$ cat config.mk
export PLATFORM = sky130hd
export DESIGN_NAME = universal_shift_reg
export DESIGN_NICKNAME = d
export VERILOG_FILES = /design/src/rtl/universal_shift_reg.sv
export SDC_FILE = /design/constraint.sdc
export NUM_CORES = 1
export LEC_CHECK = 0
export CAP_MARGIN = 20
export CORE_MARGIN = 3
export CORE_UTILIZATION = 38
export DETAILED_ROUTE_END_ITERATION = 7
export GPL_TIMING_DRIVEN = 0
export PLACE_DENSITY = 0.81
export SYNTH_ARGS = -nofsm -noshare
export SYNTH_HDL_FRONTEND = slang
export SYNTH_SLANG_ARGS = --single-unit
export TNS_END_PERCENT = 30
$ cat constraint.sdc
create_clock -name clock -period 1.41 [get_ports clock]
set_input_delay 0.3525 -clock clock [delete_from_list [all_inputs] [get_ports clock]]
set_output_delay 0.3525 -clock clock [all_outputs]
set_load 0.01 [all_outputs]
$ cat src/rtl/universal_shift_reg.sv
// Universal shift register: hold, shift left/right (serial or rotate), parallel load,
// with a saturating shift counter and a "drained" flag; active clock edge is selectable.
module universal_shift_reg #(
  parameter int unsigned WIDTH    = 8,
  parameter bit          NEG_EDGE = 1'b1,
  parameter int unsigned CW       = $clog2(WIDTH) + 1
) (
  input  logic             clock,
  input  logic             reset,
  input  logic             clear,
  input  logic             en,
  input  logic [1:0]       mode,
  input  logic             rot,
  input  logic             sin_r,
  input  logic             sin_l,
  input  logic [WIDTH-1:0] d,
  output logic [WIDTH-1:0] q,
  output logic             sout,
  output logic [CW-1:0]    shift_cnt,
  output logic             drained
);

  localparam logic [1:0]    MODE_HOLD = 2'b00;
  localparam logic [1:0]    MODE_SHR  = 2'b01;
  localparam logic [1:0]    MODE_SHL  = 2'b10;
  localparam logic [1:0]    MODE_LOAD = 2'b11;
  localparam logic [CW-1:0] CNT_MAX   = CW'(WIDTH);

  logic [WIDTH-1:0] q_nxt;
  logic [CW-1:0]    cnt_nxt;
  logic             drained_nxt;
  logic             shifting;

  // Next-state: clear beats enable, enable beats mode.
  always_comb begin
    q_nxt       = q;
    cnt_nxt     = shift_cnt;
    drained_nxt = drained;
    shifting    = 1'b0;
    if (clear) begin
      q_nxt       = '0;
      cnt_nxt     = '0;
      drained_nxt = 1'b0;
    end else if (en) begin
      case (mode)
        MODE_SHR: begin
          q_nxt    = {(rot ? q[0] : sin_r), q[WIDTH-1:1]};
          shifting = 1'b1;
        end
        MODE_SHL: begin
          q_nxt    = {q[WIDTH-2:0], (rot ? q[WIDTH-1] : sin_l)};
          shifting = 1'b1;
        end
        MODE_LOAD: begin
          q_nxt       = d;
          cnt_nxt     = '0;
          drained_nxt = 1'b0;
        end
        default: ;
      endcase
      // Counter saturates; only a serial (non-rotating) shift can mark the register drained.
      if (shifting) begin
        cnt_nxt = (shift_cnt == CNT_MAX) ? CNT_MAX : shift_cnt + CW'(1);
        if (!rot && (cnt_nxt == CNT_MAX)) begin
          drained_nxt = 1'b1;
        end
      end
    end
  end

  // Serial out follows the bit that the current mode would shift out.
  always_comb begin
    sout = 1'b0;
    case (mode)
      MODE_SHR: sout = q[0];
      MODE_SHL: sout = q[WIDTH-1];
      MODE_HOLD, MODE_LOAD: sout = 1'b0;
      default: sout = 1'b0;
    endcase
  end

  if (NEG_EDGE) begin : g_neg
    always_ff @(negedge clock or posedge reset) begin
      if (reset) begin
        q         <= '0;
        shift_cnt <= '0;
        drained   <= 1'b0;
      end else begin
        q         <= q_nxt;
        shift_cnt <= cnt_nxt;
        drained   <= drained_nxt;
      end
    end
  end else begin : g_pos
    always_ff @(posedge clock or posedge reset) begin
      if (reset) begin
        q         <= '0;
        shift_cnt <= '0;
        drained   <= 1'b0;
      end else begin
        q         <= q_nxt;
        shift_cnt <= cnt_nxt;
        drained   <= drained_nxt;
      end
    end
  end

endmodule

### Word-level counts from Yosys, hierarchy flattened

Cells that the tools add are included.

| operators by class | value |
|---|---|
| reductions and logical operators | 10 |
| $add $sub $neg | 1 |
| equal/unequal tests | 5 |
| muxes and demuxes | 19 |

Operator list:

| operator | count |
|---|---|
| case mux 8 bit (3 select lines) | 1 |
| two-way mux 4 bit | 5 |
| two-way mux 8 bit | 2 |
| two-way mux 1 bit | 10 |
| equality test 4 bit (second input constant) | 2 |
| adder 4 x 1 -> 4 bit (second input constant) | 1 |
| equality test 2 bit (second input constant) | 2 |
| AND reduction 2 bit | 2 |
| nonzero test 4 bit | 1 |
| OR reduction 2 bit | 2 |
| case mux 1 bit (3 select lines) | 1 |
| nonzero test 3 bit | 1 |
| equality test 2 x 1 -> 1 bit (second input constant) | 1 |
| logical NOT 2 bit | 1 |
| nonzero test 2 bit | 1 |
| logical AND 1 bit | 1 |
| logical NOT 1 bit | 1 |

| word-level totals | value |
|---|---|
| word-level logic and storage cells | 38 |
| output and inout bits | 14 |
| input bits | 17 |
| register bits | 13 |

### Logic depth before layout (Yosys ltp)

| depth | value |
|---|---|
| depth after elaboration | 8 |
| depth in mapped cells | 7 |
| depth with buffers taken out | 6 |

==> qor.csv <==
stage;metric;value;unit
outcome;status;finished with violations;
outcome;failing checks;setup timing;
yosys;Synth Warn #;0;
route;Vias;966;
floorplanning;# IOs;31;
setup_path;worst-path maximum fanout;2;
clock_tree;H-Tree Depth;1;
sta;Slew @ Worst Pin;389;ps
clock_tree;CTS tree;yes;
setup_path;crit start category;flip-flop;
yosys;syn_nets;113;
route;top layer in use;met4;
sta;Final setup viols;27;
route;DR pass1 iterations;4;
sta;Slew Limit Fails;0;
clock_tree;CTS Buf Count;3;
pwr;Leakage;0.699;nW
cells_and_area;fill cell count;127;
route;M1 WL;1240;µm
flow_run;max-cap viol count;0;
yosys;Synth Area in Simple Gates;16.9;%
yosys;sequential share of the synthesized area;41.1;%
floorplanning;die area;2670;µm²
route;routed length per instance;18.1;µm
yosys;largest family of logic cells by synthesized area;compound AO/OA/AOI/OAI gates;
setup_path;critical path type;reg -> out;
sta;final setup margin;-729;ps
setup_path;crit path DAT;1790;ps
route;residual DRC count;0;
cells_and_area;layout cells sized above 1;44.7;%
setup_path;critical path's slowest cell;dfrtn_1;
pwr;Max IR drop VDD;0.367;mV
clock_tree;cts-stage hold buffer count;0;
global_routing;first-pass GRT wire length;4200;µm
sta;final hold violation count;0;
yosys;Yosys reg bits;13;
setup_path;CP endpoint kind;output pin;
route;initial drt markers;30;
yosys;xor/xnor share of the synthesized area;1.11;%
sta;Max transition margin;74.0;%
sta;worst clock skew;7.08;ps
yosys;Avg Cell Area, Syn;8.70;µm²
cells_and_area;Finished Core Util;79.8;%
placement;HPWL Detailed;1600;µm
global_routing;number of global-route vias before repair;870;
route;final WL;3200;µm
sta;hold slack;499;ps
placement;GPL Wtd Cong;0.847;
setup_path;CP Buf/Inv Count;1;
route;WL met2;1690;µm
placement;Post-DP Area;1180;µm²
setup_path;Worst EP required;1060;ps
cells_and_area;register area;325;µm²
placement;pre-CTS setup slack;-1500;ps
floorplanning;die height;51.7;µm
global_routing;total gr overflow;0;
clock_tree;clock-pin slew on the worst setup and hold paths;70;ps
global_routing;largest net degree at the start of global routing;14;
floorplanning;Core Region;1840;µm²
setup_path;crit-path cells;nand2_1, o21ai_1, buf_2;
clock_tree;Max clock buf depth;2;
clock_tree;clock sink total;13;
floorplanning;num rows;15;
sta;TNS Setup;-14100;ps
global_routing;initial antenna violation count;0;
route;met3 routed wirelength;204;µm
yosys;post-synthesis cell type count;22;
sta;RSZ-0062 raised after global routing;yes;
clock_tree;clock root buffer;clkbuf_4;
route;Routed Antenna Nets;0;
setup_path;Top delay family on crit path;flip-flops;
yosys;post-synthesis instance total;91;
placement;port bufs;30;
setup_path;CP peak stage delay;470;ps
route;Vias/cell;5.46;
yosys;Synth Area in Compound Gates;26.1;%
floorplanning;Die W;51.7;µm
pwr;power density cells;654;nW/µm²
clock_tree;Clock Latency Late Sink;280;ps
yosys;Post-Synthesis Cell Area;792;µm²
cells_and_area;Multi-input gate area;515;µm²
cells_and_area;Nets;175;
yosys;synthesized-area fraction occupied by adder cells;7.90;%
cells_and_area;Area growth, synth to finish;85.3;%
yosys;mux contribution to synthesized area;2.69;%
global_routing;Overall Global Routing Usage;21.2;%
cells_and_area;Antenna diodes;0;
floorplanning;Initial Utilization;43.1;%
hold_path;worst min path class;reg -> reg;
cells_and_area;design area;1470;µm²
## Yosys cell counts (all sizes together)
cell | number | area, µm²
a21oi | 8 | 40.0
a221oi | 1 | 8.76
a22o | 7 | 61.3
and2b | 1 | 8.76
clkbuf | 3 | 11.3
dfrtn | 13 | 325
ha | 5 | 62.6
inv | 6 | 22.5
mux2 | 1 | 11.3
mux2i | 1 | 10.0
nand2 | 15 | 56.3
nand2b | 1 | 6.26
nand3 | 2 | 10.0
nand3b | 2 | 15.0
nor2 | 4 | 15.0
nor3 | 1 | 5.00
o21ai | 13 | 65.1
o221ai | 1 | 8.76
o31ai | 3 | 22.5
or3 | 1 | 6.26
or3b | 1 | 11.3
xor2 | 1 | 8.76
## logic make-up (layout without fill, tap and decap cells)
| family | after synthesis | after routing |
|---|---|---|
| muxes | 2 | 2 |
| adders and majority gates | 5 | 5 |
| AOI/OAI and AO/OA | 33 | 33 |
| xor gates and xnor gates | 1 | 1 |
| and+or+nand+nor | 28 | 28 |
| DFF | 13 | 13 |
| buffers and inverters | 9 | 70 |
## cell usage in the layout, fill, tap and decap left out, types with 2 or more instances in the layout
cell              n
o21ai_1          11
buf_2            11
buf_6             9
buf_4            20
buf_8             4
inv_1             4
ha_1              3
nand3b_1          2
a21oi_1           6
clkdlybuf4s50_1  11
nand3_1           2
a22o_1            7
dfrtn_1          13
nand2_2           2
nor2_1            3
clkbuf_4          3
nand2_1          13
ha_4              2
## worst reg2reg max path, cell delays in order, from the launching register on
cell	delay [ps]
dfrtn_1	430
buf_4	120
buf_4	140
inv_1	60
ha_1	190
nand2_1	90
nor2_1	70
o221ai_1	280
o31ai_4	110
## registers in the layout (all words and copies together) (netlist names)
signal     count
drained        1
q              8
shift_cnt      4
## layer usage
| metal | GRT usage [%] | vias up |
|---|---|---|
| met1 | 26.5 | 461 |
| met5 | 0 | - |
| li1 | - | 451 |
| met3 | 2.29 | 8 |
| met2 | 36.7 | 46 |
| met4 | 9.17 | 0 |
## per-stage QoR
stage	power, mW	instances
2_1_floorplan	0.512	91
3_3_place_gp	0.613	146
3_5_place_dp	0.618	146
4_1_cts	0.889	164
5_1_grt	0.984	177
6_report	0.959	177
## timing repair
item                                    4_1_cts  5_1_grt
resized for setup                            87       20
cloned                                        0        1
endpoints found under the setup margin       27       40
pin swaps                                     5       11
buffers inserted                             14       13
## final timing paths
kind | to | slack, ps | depth (start not counted) | startpoint
max | sout | -730 | 3 | q[7]$_DFFE_NP0P_
min | q[3]$_DFFE_NP0P_ | 500 | 2 | q[3]$_DFFE_NP0P_
max reg2reg | drained$_DFFE_NP0P_ | -240 | 8 | shift_cnt[0]$_DFFE_NP0P_
min reg2reg | q[3]$_DFFE_NP0P_ | 500 | 2 | q[3]$_DFFE_NP0P_
max in group asynchronous | shift_cnt[3]$_DFFE_NP0P_ | 200 | 2 | reset
min in group asynchronous | q[7]$_DFFE_NP0P_ | 960 | 2 | reset
## power by group
part           leakage (nW)  switching (mW)  internal [mW]
Clock                0.0150           0.140          0.110
Sequential            0.180          0.0105          0.388
Combinational         0.504           0.144          0.167
Total                 0.699           0.294          0.665
## final cells by class
cell class / count / area share [%]
Multi-Input combinational cell: 69 / 35.1
Timing Repair Buffer: 57 / 33.8
Sequential cell: 13 / 22.2
Buffer: 3 / 2.98
Tap cell: 25 / 2.13
Inverter: 6 / 1.96
Clock buffer: 4 / 1.79
(Power assumes the default switching activity.)
